<file path="src/rtl/jc_spi_responder.sv">
// SPI register-access responder for the AD9524-style protocol: 16-bit instruction
// (R/W, byte count W1:W0, 13-bit start address) followed by descending-address data bytes.
module jc_spi_responder #(
   parameter int SYNC_STAGES  = 2,
   parameter int SCLK_MIN_DIV = 4
) (
   input  logic        clk,
   input  logic        reset,
   input  logic        spi_sclk,
   input  logic        spi_cs,
   input  logic        spi_sdi,
   output logic        spi_sdo,
   output logic        spi_sdo_oe,
   output logic        reg_wr,
   output logic        reg_rd,
   output logic [12:0] reg_addr,
   output logic [7:0]  reg_wdata,
   input  logic [7:0]  reg_rdata,
   output logic        frame_active,
   output logic        frame_err
);

   if (SYNC_STAGES < 2 || SYNC_STAGES > 3) begin : g_bad_sync
      $error("jc_spi_responder: SYNC_STAGES must be 2 or 3");
   end
   if (SCLK_MIN_DIV < 3) begin : g_bad_div
      $error("jc_spi_responder: SCLK_MIN_DIV too small for the read prefetch path");
   end

   typedef enum logic [1:0] {IDLE, INSTR, DATA, DONE} state_t;

   localparam logic [1:0] SETTLE_MAX = 2'(SYNC_STAGES);

   state_t state, next_state;

   logic [SYNC_STAGES-1:0] sclk_sync, cs_sync, sdi_sync;
   logic        sclk_s, cs_s, sdi_s;
   logic        sclk_prev, cs_prev;
   logic        sclk_rise, sclk_fall, cs_rise, cs_fall;
   logic [1:0]  settle_cnt;
   logic        armed;

   logic [14:0] instr_sr;
   logic [3:0]  bit_cnt;
   logic [6:0]  in_shift;
   logic [2:0]  data_cnt, data_cnt_inc;
   logic [2:0]  fall_cnt;
   logic [1:0]  byte_idx;
   logic [1:0]  w_field;
   logic        is_read;
   logic [7:0]  out_shift;
   logic [7:0]  rd_buf;
   logic        rd_load;
   logic        stream, last_byte;
   logic        instr_done, byte_done, start_frame;

   // Synchronizers reset to the idle bus levels. "armed" is only set once cs has been
   // seen high with the chains refilled, so a frame already in progress at reset release
   // is ignored until cs cycles.
   always_ff @(posedge clk) begin
      if (reset) begin
         sclk_sync  <= '0;
         cs_sync    <= '1;
         sdi_sync   <= '0;
         sclk_prev  <= 1'b0;
         cs_prev    <= 1'b1;
         settle_cnt <= '0;
         armed      <= 1'b0;
      end else begin
         sclk_sync <= {sclk_sync[SYNC_STAGES-2:0], spi_sclk};
         cs_sync   <= {cs_sync[SYNC_STAGES-2:0], spi_cs};
         sdi_sync  <= {sdi_sync[SYNC_STAGES-2:0], spi_sdi};
         sclk_prev <= sclk_s;
         cs_prev   <= cs_s;
         if (settle_cnt != SETTLE_MAX) settle_cnt <= settle_cnt + 2'd1;
         if (settle_cnt == SETTLE_MAX && cs_s) armed <= 1'b1;
      end
   end

   assign sclk_s    = sclk_sync[SYNC_STAGES-1];
   assign cs_s      = cs_sync[SYNC_STAGES-1];
   assign sdi_s     = sdi_sync[SYNC_STAGES-1];
   assign sclk_rise = sclk_s & ~sclk_prev;
   assign sclk_fall = ~sclk_s & sclk_prev;
   assign cs_rise   = cs_s & ~cs_prev;
   assign cs_fall   = ~cs_s & cs_prev;

   assign stream       = (w_field == 2'b11);
   assign last_byte    = !stream && (byte_idx == w_field);
   assign instr_done   = (state == INSTR) && sclk_rise && (bit_cnt == 4'd15);
   assign byte_done    = (state == DATA) && sclk_rise && (data_cnt == 3'd7);
   assign start_frame  = (state == IDLE) && cs_fall && armed;
   assign data_cnt_inc = data_cnt + 3'd1;

   always_ff @(posedge clk) begin
      if (reset) state <= IDLE;
      else       state <= next_state;
   end

   always_comb begin
      next_state = state;
      case (state)
         IDLE:  if (start_frame) next_state = INSTR;
         INSTR: begin
            if (cs_rise)         next_state = IDLE;
            else if (instr_done) next_state = DATA;
         end
         DATA: begin
            if (cs_rise)                     next_state = IDLE;
            else if (byte_done && last_byte) next_state = DONE;
         end
         DONE:  if (cs_rise) next_state = IDLE;
         default: next_state = IDLE;
      endcase
   end

   always_comb begin
      frame_active = (state != IDLE);
      spi_sdo_oe   = (state == DATA) && is_read;
      spi_sdo      = spi_sdo_oe & out_shift[7];
   end

   // Read data passes through rd_buf, the load stage of the output shifter, because a
   // prefetch returns while bit 0 of the current byte is still on sdo; it moves into
   // out_shift on the first SCLK fall of the next byte.
   always_ff @(posedge clk) begin
      if (reset) begin
         reg_wr    <= 1'b0;
         reg_rd    <= 1'b0;
         frame_err <= 1'b0;
         reg_addr  <= '0;
         reg_wdata <= '0;
         instr_sr  <= '0;
         bit_cnt   <= '0;
         in_shift  <= '0;
         data_cnt  <= '0;
         fall_cnt  <= '0;
         byte_idx  <= '0;
         w_field   <= '0;
         is_read   <= 1'b0;
         out_shift <= '0;
         rd_buf    <= '0;
         rd_load   <= 1'b0;
      end else begin
         reg_wr    <= 1'b0;
         reg_rd    <= 1'b0;
         frame_err <= 1'b0;
         rd_load   <= reg_rd;
         if (rd_load) rd_buf <= reg_rdata;
         if (reg_wr)  reg_addr <= reg_addr - 13'd1;

         case (state)
            IDLE: begin
               if (start_frame) begin
                  bit_cnt  <= '0;
                  data_cnt <= '0;
                  fall_cnt <= '0;
                  byte_idx <= '0;
               end
            end

            INSTR: begin
               if (cs_rise) begin
                  frame_err <= 1'b1;
               end else if (sclk_rise) begin
                  instr_sr <= {instr_sr[13:0], sdi_s};
                  bit_cnt  <= bit_cnt + 4'd1;
                  if (bit_cnt == 4'd15) begin
                     is_read  <= instr_sr[14];
                     w_field  <= instr_sr[13:12];
                     reg_addr <= {instr_sr[11:0], sdi_s};
                     reg_rd   <= instr_sr[14];
                     data_cnt <= '0;
                     fall_cnt <= '0;
                     byte_idx <= '0;
                  end
               end
            end

            // A write byte landing on the same clk as cs rising still completes.
            DATA: begin
               if (sclk_rise) begin
                  in_shift <= {in_shift[5:0], sdi_s};
                  data_cnt <= data_cnt_inc;
                  if (data_cnt == 3'd7) begin
                     byte_idx <= byte_idx + 2'd1;
                     if (!is_read) begin
                        reg_wr    <= 1'b1;
                        reg_wdata <= {in_shift, sdi_s};
                     end
                  end
               end
               if (cs_rise) begin
                  frame_err <= sclk_rise ? (data_cnt_inc != 3'd0) : (data_cnt != 3'd0);
               end else if (sclk_fall && is_read) begin
                  fall_cnt <= fall_cnt + 3'd1;
                  if (fall_cnt == 3'd0) out_shift <= rd_buf;
                  else                  out_shift <= {out_shift[6:0], 1'b0};
                  if (fall_cnt == 3'd7) begin
                     reg_addr <= reg_addr - 13'd1;
                     if (!last_byte) reg_rd <= 1'b1;
                  end
               end
            end

            default: begin
            end
         endcase
      end
   end

endmodule

</file>
<file path="config.mk">
export PLATFORM = sky130hd
export DESIGN_NAME = jc_spi_responder
export DESIGN_NICKNAME = d
export VERILOG_FILES = /design/src/rtl/jc_spi_responder.sv
export SDC_FILE = /design/constraint.sdc
export NUM_CORES = 1
export LEC_CHECK = 0
export ABC_AREA = 1
export ABC_CLOCK_PERIOD_IN_PS = 4410
export CAP_MARGIN = 20
export CORE_MARGIN = 2
export CORE_UTILIZATION = 62
export CTS_CLUSTER_DIAMETER = 150
export CTS_CLUSTER_SIZE = 8
export DETAILED_ROUTE_END_ITERATION = 16
export PLACE_DENSITY = 0.95
export SYNTH_ARGS = -nofsm -noshare
export SYNTH_HDL_FRONTEND = slang
export SYNTH_SLANG_ARGS = --single-unit
</file>
<file path="constraint.sdc">
create_clock -name clk -period 4.41 [get_ports clk]
set_clock_uncertainty 0.05 [all_clocks]
set_input_delay 0.6615 -clock clk [delete_from_list [all_inputs] [get_ports clk]]
set_output_delay 0.6615 -clock clk [all_outputs]
set_load 0.02 [all_outputs]
</file>
# Word level (Yosys, flattened, before mapping)
# Cells that the tools add are included.
[totals]
reg_bits = 91
latchBits = 0
ram_bits = 0
romBits = 0
inputBits = 13
output_inout_bits = 27
wordCells = 144
memories = 0
[op_classes]
addsub = 6
mul = 0
n_div = 0
order_cmp = 0
eq_ne = 21
n_shift = 0
mux = 49
bitwise = 14
n_reduce_logical = 30
[ops]
columns = ["op", "n"]
rows = [
  ["$mux 13", 7],
  ["$pmux 13 s2", 1],
  ["$mux 2", 12],
  ["$mux 3", 7],
  ["$pmux 3 s3", 2],
  ["$reduce_and 4->1", 4],
  ["$ne 2x2->1 const B", 7],
  ["$reduce_and 7->1", 2],
  ["$sub 13x1->13 const B", 1],
  ["$mux 4", 3],
  ["$logic_and 1x1->1", 11],
  ["$mux 1", 11],
  ["$not 1->1", 9],
  ["$reduce_bool 3->1", 3],
  ["$eq 2x2->1 const B", 4],
  ["$mux 8", 1],
  ["$pmux 2 s4", 1],
  ["$pmux 4 s2", 1],
  ["$add 3x1->3 const B", 2],
  ["$eq 3x3->1 const B", 2],
  ["$ne 2x1->1 const B", 3],
  ["$pmux 2 s3", 1],
  ["$reduce_and 3->1", 2],
  ["$reduce_and 6->1", 1],
  ["15 further kinds", 22],
]

# Logic depth before layout (Yosys ltp)
[logic_depth]
ltp_word = 8
mapped_depth = 12

# Worst setup path before layout
# No wires, ideal clock.
[synth_timing]
kind = "register to output"
startpoint = "register state[0]"
endpoint = "output port spi_sdo"
t_arrival_ns = 1.104
required_time_ns = 3.699
setup_slack_ns = 2.594
path_stages_with_launch = 6
n_path_buf = 1
cell_sequence = "dfxtp_1 -> inv_1 -> ha_1 -> buf_2 -> nand2_1 -> nor2_1"
[synth_via]
elab_chain_len = 3
[synth_rtl]
columns = ["element", "line", "source"]
rows = [
  ["start, declared", "34", "state_t state, next_state;"],
  ["start signal, assigned", "97", "else state <= next_state;"],
  ["$eq 2x2->1", "119", "spi_sdo_oe = (state == DATA) && is_read;"],
  ["$logic_and 1x1->1", "119", ""],
  ["$and 1x1->1", "120", "spi_sdo = spi_sdo_oe & out_shift[7];"],
  ["end, declared", "12", "output logic spi_sdo,"],
]
# Every way passes these cells.

# Final worst setup path
# Same ends and word-level chain as after synthesis.

==> impl_metrics.ini <==
[status]
status = finished clean

[setup_path]
critical_path_required_ns = 3.70
crit_chain = inv_1, ha_1, nand2_1, nor2_1, clkdlybuf4s50_1
worstSetupStartpointType = flop
cp_max_fo = 12
end_kind = output pin
slowest_stage = clkdlybuf4s50_1
critPathBufInv = 2
cp_top_family = buffers and inverters
max_stage_delay_ns = 0.61
crit_type = reg -> out
critical_path_arrival_ns = 2.25

[min_path]
worstHoldPathType = reg -> reg

[grt]
antenna_found_initial = 0
track_usage_pct = 28.3
grt_pass1_vias = 4218
overflow = 0
grt_first_pass_wirelength_um = 17800
grt_max_degree = 41

[routing]
drc = 0
drt_iter0_drc = 381
drt_first_pass_iters = 5
routed_wl_um = 10900
num_vias = 4420
drtAntennaViolNets = 0
routedWlPerCell_um = 13.9
vias_per_cell = 5.65

[clock_network]
clk_pin_slew_ns = 0.09
cts_tree = done
cts_setup_buffers = 0
cts_max_level = 3
ctsHoldBuffers = 0
clk_path_buf_depth = 2
cts.sink_count = 91
cts-resized-gates = 0
cts-root-buf = clkbuf_8
cts_buffers = 9
clkLatencyLatePin_ns = 0.35

[synth]
ys_types = 37
syn-instance-count = 648
synth_fa_ha_area_share_pct = 3.89
ys_ff_latch = 91
synth-xor-area-share_pct = 1.56
synth_warnings = 0
ys_seq_area_share_pct = 40.4
muxShareOfSynthArea_pct = 0
synth-simple-area-share_pct = 29.5
syn_area_mm2 = 0.00450
synth_top_family_by_area = simple AND/OR/NAND/NOR gates
synth_nets = 675
syn_area_per_cell_um2 = 6.95
synth_compound_area_share_pct = 15.5

[timing]
slew_headroom_pct = 49.4
period_share_pct = 67.2
hold_viol = 0
slew_viol_final = 0
fin_crit_ns = 2.96
max_slew.worst_pin.slew_ns = 0.758
max_freq_mhz = 337
setup_tns_ns = 0
rsz0062_at_grt = no
finalSetupViolations = 0

[finish]
syn2layout_area_growth_pct = 13.1
final_util_pct = 71.4
layout_commonest_cell = nand2_1
layout.nets = 705
final_cell_mix = 138 x nand2_1, 97 x nor2_1, 91 x dfxtp_1
nFillCells = 560
multiInputGateArea_mm2 = 0.00227
n_antenna_cell = 0
drive_gt1_share_pct = 6.88
ff_latch_area_mm2 = 0.00182

[pwr]
power_density_mw_per_mm2 = 448
leakage_nw = 2.23
ir_drop_uv = 232

[floorplanning]
rows = 31
die_w_um = 89.2
ioPinCount = 40
die_h_um = 89.2
die_area_mm2 = 0.00796
coreArea_mm2 = 0.00714
start_util_pct = 63.1

[place]
dpl.hpwl_um = 7570
finalWeightedCongestion = 0.927
port_buffers = 39

[job]
max_cap_violations = 0
## synth_stat cells, drive strengths merged
master,count,area (um^2)
a31oi,10,62.6
o22ai,1,6.26
o32ai,1,8.76
xnor2,2,17.5
o211ai,4,30.0
clkbuf,8,35.0
a22oi,1,7.51
nand2,144,556
dfxtp,91,1820
buf,14,88.8
inv,76,285
o21bai,1,7.51
ha,14,175
a21oi,38,190
o21ai,71,359
nand3,44,235
nand4,4,25.0
xor2,6,52.6
or2,4,25.0
o2111ai,2,17.5
nor3b,1,7.51
o311ai,1,8.76
nand3b,1,7.51
nor2,109,474
## registers in the layout (all words and copies together), names as in the netlist, 3 cells and up
register,flops
out_shift,8
bit_cnt,4
instr_sr,15
in_shift,7
fall_cnt,3
data_cnt,3
reg_addr,13
rd_buf,8
reg_wdata,8
## routing by layer
layer	part of all wire [%]	global-route usage [%]	wire length (um)
met1	41	33.1	4500
met2	48	49.6	5260
met3	6.2	5.26	676
met4	3.8	14.2	412
met5	0	0	0
## area by class of cell
class                   count  area share [%]
clock buffers              11            2.58
clock inverters             5            1.06
inverters                  76            5.60
multi-input cells         459            44.6
flip-flops and latches     91            35.8
well taps                  99            2.43
repair buffers             41            7.96
## worst reg2reg max path, delay by kind of cell, from the launching register on
kind,cells,cell delay (ns)
AOI/OAI and AO/OA,2,0.42
and+or+nand+nor,4,0.75
DFF,1,0.35
adders and majority gates,1,0.54
buffers and inverters,2,0.58
## through the flow
step | cell area, um^2 | setup WS (ns) | std cells | hold slack, ns | power [mW]
2_1_floorplan | 4500 | 2.59 | 648 | 0.338 | 1.52
3_3_place_gp | 4910 | 1.73 | 766 | 0.339 | 1.68
3_5_place_dp | 4910 | 1.64 | 766 | 0.346 | 1.72
5_1_grt | 5090 | 1.30 | 782 | 0.397 | 2.40
4_1_cts | 5090 | 1.45 | 782 | 0.358 | 2.26
6_report | 5090 | 1.45 | 782 | 0.358 | 2.28
## report_power, final
| group | internal, mW | switching [mW] | leakage, nW | total [mW] |
|---|---|---|---|---|
| logic | 0.267 | 0.542 | 1.40 | 0.810 |
| clock network | 0.261 | 0.292 | 0.0971 | 0.553 |
| registers | 0.877 | 0.0449 | 0.737 | 0.922 |
## final timing paths
check | slack, ns | end | cells past startpoint | startpoint
min | 0.36 | sdi_sync[1]$_SDFF_PP0_ | 2 | sdi_sync[0]$_SDFF_PP0_
min reg2reg | 0.36 | sdi_sync[1]$_SDFF_PP0_ | 2 | sdi_sync[0]$_SDFF_PP0_
max reg2reg | 1.62 | state[1]$_SDFFE_PP0P_ | 9 | state[0]$_SDFFE_PP0P_
max | 1.45 | spi_sdo | 5 | state[0]$_SDFFE_PP0P_
## cell families (layout without fill, tap and decap cells)
family                     Yosys count  after routing
adders and majority gates           14             14
DFF                                 91             91
and+or+nand+nor                    307            307
AOI/OAI and AO/OA                  130            130
buffers and inverters               98            133
xor gates and xnor gates             8              8
Note: power is estimated with default switching activity, not from simulation.
